**src/rtl/ahblite_slave_mux.sv**
```systemverilog
// ---------------------------------------------------------------------------
// ahblite_slave_mux
// Data-phase response multiplexer for the AHB-Lite fabric. It latches which
// slave owns the current data phase from the decoder selects, then routes that
// slave's HRDATA/HREADYOUT/HRESP back to the master. Unmapped addresses, and
// selects to ports that are not present, are claimed by an integrated default
// slave that answers active transfers with the two-cycle ERROR response.
//
// Ports:
//   HCLK, HRESET            bus clock, synchronous active-high reset
//   HTRANS[1:0]             master transfer type (bit 1 set = NONSEQ/SEQ)
//   Pn_HSEL                 address-phase select from the decoder, n = 0..6
//   Pn_HRDATA[31:0]         read data of slave n
//   Pn_HREADYOUT, Pn_HRESP  ready / error response of slave n
//   HREADY                  bus ready back to master and all slaves
//   HRDATA[31:0], HRESP     muxed read data and response
// ---------------------------------------------------------------------------
module ahblite_slave_mux #(
  parameter bit          PORT0_EN      = 1'b1,
  parameter bit          PORT1_EN      = 1'b1,
  parameter bit          PORT2_EN      = 1'b1,
  parameter bit          PORT3_EN      = 1'b1,
  parameter bit          PORT4_EN      = 1'b1,
  parameter bit          PORT5_EN      = 1'b1,
  parameter bit          PORT6_EN      = 1'b1,
  parameter logic [31:0] DEFAULT_RDATA = 32'h0000_0000
) (
  input  logic        HCLK,
  input  logic        HRESET,
  input  logic [1:0]  HTRANS,
  input  logic        P0_HSEL,
  input  logic        P1_HSEL,
  input  logic        P2_HSEL,
  input  logic        P3_HSEL,
  input  logic        P4_HSEL,
  input  logic        P5_HSEL,
  input  logic        P6_HSEL,
  input  logic [31:0] P0_HRDATA,
  input  logic [31:0] P1_HRDATA,
  input  logic [31:0] P2_HRDATA,
  input  logic [31:0] P3_HRDATA,
  input  logic [31:0] P4_HRDATA,
  input  logic [31:0] P5_HRDATA,
  input  logic [31:0] P6_HRDATA,
  input  logic        P0_HREADYOUT,
  input  logic        P1_HREADYOUT,
  input  logic        P2_HREADYOUT,
  input  logic        P3_HREADYOUT,
  input  logic        P4_HREADYOUT,
  input  logic        P5_HREADYOUT,
  input  logic        P6_HREADYOUT,
  input  logic        P0_HRESP,
  input  logic        P1_HRESP,
  input  logic        P2_HRESP,
  input  logic        P3_HRESP,
  input  logic        P4_HRESP,
  input  logic        P5_HRESP,
  input  logic        P6_HRESP,
  output logic        HREADY,
  output logic [31:0] HRDATA,
  output logic        HRESP
);

  // Default-slave FSM encoding
  localparam logic [1:0] ST_OKAY = 2'b00;
  localparam logic [1:0] ST_ERR1 = 2'b01;
  localparam logic [1:0] ST_ERR2 = 2'b10;

  // One-hot owner codes; bit 7 is the default slave
  localparam logic [7:0] OWN_P0  = 8'b0000_0001;
  localparam logic [7:0] OWN_P1  = 8'b0000_0010;
  localparam logic [7:0] OWN_P2  = 8'b0000_0100;
  localparam logic [7:0] OWN_P3  = 8'b0000_1000;
  localparam logic [7:0] OWN_P4  = 8'b0001_0000;
  localparam logic [7:0] OWN_P5  = 8'b0010_0000;
  localparam logic [7:0] OWN_P6  = 8'b0100_0000;
  localparam logic [7:0] OWN_DEF = 8'b1000_0000;

  logic [6:0] hsel_en_s;
  logic [7:0] sel_n_s;
  logic [7:0] sel_q_r;
  logic [1:0] state_r;
  logic [1:0] state_nxt_s;
  logic       dflt_ready_s;
  logic       dflt_resp_s;
  logic       err_start_s;

  // Absent ports never raise a select, so their addresses fall to the default slave
  assign hsel_en_s = {P6_HSEL & PORT6_EN, P5_HSEL & PORT5_EN, P4_HSEL & PORT4_EN,
                      P3_HSEL & PORT3_EN, P2_HSEL & PORT2_EN, P1_HSEL & PORT1_EN,
                      P0_HSEL & PORT0_EN};

  // Priority encoder: lowest active select wins, keeping the owner one-hot
  always_comb begin
    sel_n_s = OWN_DEF;
    if      (hsel_en_s[0]) sel_n_s = OWN_P0;
    else if (hsel_en_s[1]) sel_n_s = OWN_P1;
    else if (hsel_en_s[2]) sel_n_s = OWN_P2;
    else if (hsel_en_s[3]) sel_n_s = OWN_P3;
    else if (hsel_en_s[4]) sel_n_s = OWN_P4;
    else if (hsel_en_s[5]) sel_n_s = OWN_P5;
    else if (hsel_en_s[6]) sel_n_s = OWN_P6;
    else                   sel_n_s = OWN_DEF;
  end

  // Data-phase owner register; only advances when the bus completes a beat
  always_ff @(posedge HCLK) begin
    if (HRESET) begin
      sel_q_r <= OWN_DEF;
    end else if (HREADY) begin
      sel_q_r <= sel_n_s;
    end else begin
      sel_q_r <= sel_q_r;
    end
  end

  // An active transfer to unmapped space accepted on this edge
  assign err_start_s = HREADY & sel_n_s[7] & HTRANS[1];

  // Default-slave next state and its ready/response, which depend on state only
  // so that the bus HREADY cannot loop back through the FSM combinationally
  always_comb begin
    state_nxt_s  = ST_OKAY;
    dflt_ready_s = 1'b1;
    dflt_resp_s  = 1'b0;
    case (state_r)
      ST_OKAY: begin
        dflt_ready_s = 1'b1;
        dflt_resp_s  = 1'b0;
        state_nxt_s  = err_start_s ? ST_ERR1 : ST_OKAY;
      end
      ST_ERR1: begin
        dflt_ready_s = 1'b0;
        dflt_resp_s  = 1'b1;
        state_nxt_s  = ST_ERR2;
      end
      ST_ERR2: begin
        dflt_ready_s = 1'b1;
        dflt_resp_s  = 1'b1;
        state_nxt_s  = err_start_s ? ST_ERR1 : ST_OKAY;
      end
      default: begin
        dflt_ready_s = 1'b1;
        dflt_resp_s  = 1'b0;
        state_nxt_s  = ST_OKAY;
      end
    endcase
  end

  // Default-slave state register
  always_ff @(posedge HCLK) begin
    if (HRESET) begin
      state_r <= ST_OKAY;
    end else begin
      state_r <= state_nxt_s;
    end
  end

  // Response mux driven purely by the registered owner (no added latency)
  always_comb begin
    HRDATA = DEFAULT_RDATA;
    HREADY = dflt_ready_s;
    HRESP  = dflt_resp_s;
    case (sel_q_r)
      OWN_P0: begin HRDATA = P0_HRDATA; HREADY = P0_HREADYOUT; HRESP = P0_HRESP; end
      OWN_P1: begin HRDATA = P1_HRDATA; HREADY = P1_HREADYOUT; HRESP = P1_HRESP; end
      OWN_P2: begin HRDATA = P2_HRDATA; HREADY = P2_HREADYOUT; HRESP = P2_HRESP; end
      OWN_P3: begin HRDATA = P3_HRDATA; HREADY = P3_HREADYOUT; HRESP = P3_HRESP; end
      OWN_P4: begin HRDATA = P4_HRDATA; HREADY = P4_HREADYOUT; HRESP = P4_HRESP; end
      OWN_P5: begin HRDATA = P5_HRDATA; HREADY = P5_HREADYOUT; HRESP = P5_HRESP; end
      OWN_P6: begin HRDATA = P6_HRDATA; HREADY = P6_HREADYOUT; HRESP = P6_HRESP; end
      default: begin
        HRDATA = DEFAULT_RDATA;
        HREADY = dflt_ready_s;
        HRESP  = dflt_resp_s;
      end
    endcase
  end

endmodule
```
**config.mk**
```make
export PLATFORM = sky130hd
export DESIGN_NAME = ahblite_slave_mux
export DESIGN_NICKNAME = d
export VERILOG_FILES = /design/src/rtl/ahblite_slave_mux.sv
export SDC_FILE = /design/constraint.sdc
export NUM_CORES = 1
export LEC_CHECK = 0
export CORE_AREA = 5 5 105 107
export DETAILED_ROUTE_END_ITERATION = 16
export DIE_AREA = 0 0 110 112
export PLACE_DENSITY = 0.71
export SYNTH_ARGS = -nofsm -noshare
export SYNTH_HDL_FRONTEND = slang
export SYNTH_SLANG_ARGS = --single-unit
```
**constraint.sdc**
```tcl
create_clock -name HCLK -period 4.3 [get_ports HCLK]
set_input_delay 0.86 -clock HCLK [delete_from_list [all_inputs] [get_ports HCLK]]
set_output_delay 0.86 -clock HCLK [all_outputs]
set_load 0.01 [all_outputs]
```
==> flow_summary.yaml, run 1 <==
place:
  dp_hpwl_um: 12900
  place_ws_ns: 0.537
  numPortBuffers: 281
  gp_congestion: 0.928
layout:
  num_antenna_cells: 0
  final_cell_mix: "clkdlybuf4s50_1 (281), a22oi_1 (75), nor2_1 (26)"
  final_common_cell: "clkdlybuf4s50_1"
  fillers: 958
  drive_gt1_share_pct: 6.10
  final_nets: 811
  syn2layout_area_growth_pct: 147
synthesis:
  avgSynthCellArea_um2: 7.20
  async_flop_share_pct: 0
  syn_inst: 289
  synth_cell_type_count: 43
  syn_area_um2: 2080
  synthFlopType: "dfxtp_1"
  synth_seq_cells: 10
  seq_area_frac_synth_pct: 9.62
  synth-edff-count: 0
  yosysWarnings: 0
  synth_nets: 542
cts:
  post-cts-setup-buffers: 0
  htreeDepth: 1
  clock-sinks: 10
  path_clk_slew_ns: 0.05
  numCtsBuffers: 3
  holdBufCountCts: 0
  cts_resized: 0
  insertion_delay_ns: 0.24
  clk_path_buf_depth: 2
  ctsRootBufferMaster: "clkbuf_8"
  cts_tree: "yes"
status:
  status: "finished, final reports clean"
setup_path:
  cp_max_fo: 13
  cp-end-kind: "output port"
  crit_type: "reg2out"
  worstPathArrival_ns: 3.06
  crit_chain: "or3_1, or2_2, nor2_1, a22oi_1, nand3_1, clkdlybuf4s50_1"
  crit_family: "simple AND/OR/NAND/NOR gates"
  slowest_delay_ns: 0.58
  start_kind: "register"
  required_ns: 3.44
  cp_slowest_cell: "clkdlybuf4s50_1"
  worst-path-buf-inv: 1
detailed_routing:
  drc: 0
  num_vias: 3680
  routedWlPerCell_um: 22.1
  avgViaCountPerCell: 5.31
  drt-initial-drc-count: 383
  ant_nets: 0
  wl_um: 15300
  dr.pass1.iters: 6
power_and_ir_drop:
  swShare_pct: 29.0
  p_int_mw: 0.463
  power_mw: 0.652
  seqPwrFrac_pct: 15.7
  ir_drop_v: 0.0000802
  leakage_nw: 1.80
  pwr-share-comb_pct: 65.7
  clkPwrFrac_pct: 18.6
  switchingPower_mw: 0.189
  power_density_nw_per_um2: 127
sta:
  hold_viol: 0
  tightest_slew_ns: 0.650
  rsz0062_at_grt: "false"
  setup_tns_ns: 0
  maxSlewHeadroom_pct: 56.5
  post-route-period-util_pct: 91.3
  setup_viol: 0
  clock.fmax_mhz: 255
  worst_slack_ns: 0.375
  fin_skew_ns: 0.00420
  slew_viol_final: 0
  period_needed_ns: 3.92
global_routing:
  grt_pass1_vias: 3850
  antenna_found_initial: 2
  grt_pass1_wl_um: 21600
  grtUsageTotal_pct: 22.7
  grt_max_degree: 34
  overflow: 0
floorplanning:
  start_util_pct: 20.7
  die_h_um: 112
  core_area_um2: 10000
  die_w_um: 110
  num_rows: 37
  ios: 283
  die-area_um2: 12300
hold_path:
  min_path_type: "reg2reg"
run:
  maxCapViolCount: 0
==> tightest hold or removal path, delay by kind of cell (launching register included) <==
family	cells	cell delay, ns
flops	1	0.32
simple gates	1	0.07
mux	1	0.07
==> worst paths after layout <==
| path | from | endpoint | slack (ns) | cells after the start |
|---|---|---|---|---|
| worst max-delay path | sel_q_r[4]$_SDFFE_PP0P_ | HRDATA[5] | 0.38 | 6 |
| worst min-delay path | sel_q_r[4]$_SDFFE_PP0P_ | sel_q_r[4]$_SDFFE_PP0P_ | 0.51 | 2 |
| worst max register to register | sel_q_r[6]$_SDFFE_PP0P_ | sel_q_r[6]$_SDFFE_PP0P_ | 1.81 | 6 |
| worst min register to register | sel_q_r[4]$_SDFFE_PP0P_ | sel_q_r[4]$_SDFFE_PP0P_ | 0.51 | 2 |
==> flip-flops by register name, indices dropped and copies added, names as in the netlist <==
signal and count:
state_r 2, sel_q_r 8
==> synth_stat cells (2+ instances only) <==
| cell | count | area, um^2 |
|---|---|---|
| inv_1 | 4 | 15.0 |
| nor2_1 | 26 | 97.6 |
| or3_1 | 4 | 25.0 |
| or3b_2 | 2 | 17.5 |
| a221oi_1 | 10 | 87.6 |
| a21oi_1 | 11 | 55.1 |
| o21ai_0 | 10 | 50.1 |
| a22oi_1 | 75 | 563 |
| nand3_1 | 23 | 115 |
| mux2i_1 | 8 | 80.1 |
| a222oi_1 | 15 | 150 |
| nand3b_1 | 3 | 22.5 |
| nand2_1 | 2 | 7.51 |
| or2_2 | 2 | 12.5 |
| a22o_1 | 8 | 70.1 |
| buf_2 | 2 | 10.0 |
| buf_6 | 2 | 22.5 |
| clkbuf_1 | 26 | 97.6 |
| dfxtp_1 | 10 | 200 |
| nor2b_1 | 6 | 37.5 |
| nor4_1 | 2 | 12.5 |
| ha_1 | 4 | 50.1 |
| nor3b_1 | 4 | 30.0 |
| nor4bb_1 | 2 | 20.0 |
| nor4b_1 | 3 | 26.3 |
| nand2b_1 | 8 | 50.1 |
==> power groups by stage <==
stage | clock network [mW] | logic, mW | registers (mW)
after CTS | 0.123 | 0.429 | 0.102
after global routing | 0.130 | 0.452 | 0.103
after global placement | 0 | 0.423 | 0.104
final | 0.122 | 0.428 | 0.102
after detailed placement | 0 | 0.426 | 0.104
after floorplan | 0 | 0.116 | 0.100
==> stage by stage <==
stage                     utilization (%)  instances  instance area [um^2]  hold WS (ns)
final                                51.1        693                  5130         0.515
after detailed placement             50.6        689                  5080         0.506
after global routing                 51.1        693                  5130         0.565
after CTS                            51.1        693                  5130         0.515
after floorplan                         -        289                  2080         0.469
after global placement               50.6        689                  5080         0.492
==> cell type report <==
class / instances / area (um^2) / share of cell area (%)
multi-input combinational: 243 / 1770 / 34.5
clock buffer: 4 / 55.1 / 1.07
inverter: 5 / 20.0 / 0.390
sequential: 10 / 200 / 3.90
tap: 136 / 170 / 3.31
timing repair buffer: 295 / 2920 / 56.8
==> layer usage <==
metal  part of all wire, %  track usage [%]  vias to the layer above
li1                      -                -                     1731
met1                    38             26.4                     1700
met2                    49             40.4                      223
met3                    12             8.17                       22
met4                   1.4             3.24                        4
met5                  0.18                0                        -
==> cell families after synthesis <==
family / synth area share [%]
AOI/OAI and AO/OA: 49.1
DFF: 9.62
adders and majority gates: 2.41
buffers and inverters: 7.40
muxes: 5.11
and+or+nand+nor: 25.5
xor gates and xnor gates: 0.842
(Power assumes the default switching activity.)
==> run 2: changes to the inputs <==
--- a/config.mk
+++ b/config.mk
@@ -6,8 +6,10 @@
 export NUM_CORES = 1
 export LEC_CHECK = 0
 export CORE_AREA = 5 5 105 107
+export CTS_CLUSTER_DIAMETER = 50
 export DETAILED_ROUTE_END_ITERATION = 16
 export DIE_AREA = 0 0 110 112
+export HOLD_SLACK_MARGIN = 0.1
 export PLACE_DENSITY = 0.71
 export SYNTH_ARGS = -nofsm -noshare
 export SYNTH_HDL_FRONTEND = slang
==> results of run 2 <==
Same layout as run 1: the final DEF is identical, and so are final timing and power.
==> run 3: changes to the inputs <==
--- a/config.mk
+++ b/config.mk
@@ -9,8 +9,9 @@
 export CTS_CLUSTER_DIAMETER = 50
 export DETAILED_ROUTE_END_ITERATION = 16
 export DIE_AREA = 0 0 110 112
-export HOLD_SLACK_MARGIN = 0.1
+export HOLD_SLACK_MARGIN = 0.15
 export PLACE_DENSITY = 0.71
 export SYNTH_ARGS = -nofsm -noshare
 export SYNTH_HDL_FRONTEND = slang
 export SYNTH_SLANG_ARGS = --single-unit
+export TNS_END_PERCENT = 20
==> results of run 3 <==
Same layout as run 1: the final DEF is identical, and so are final timing and power.
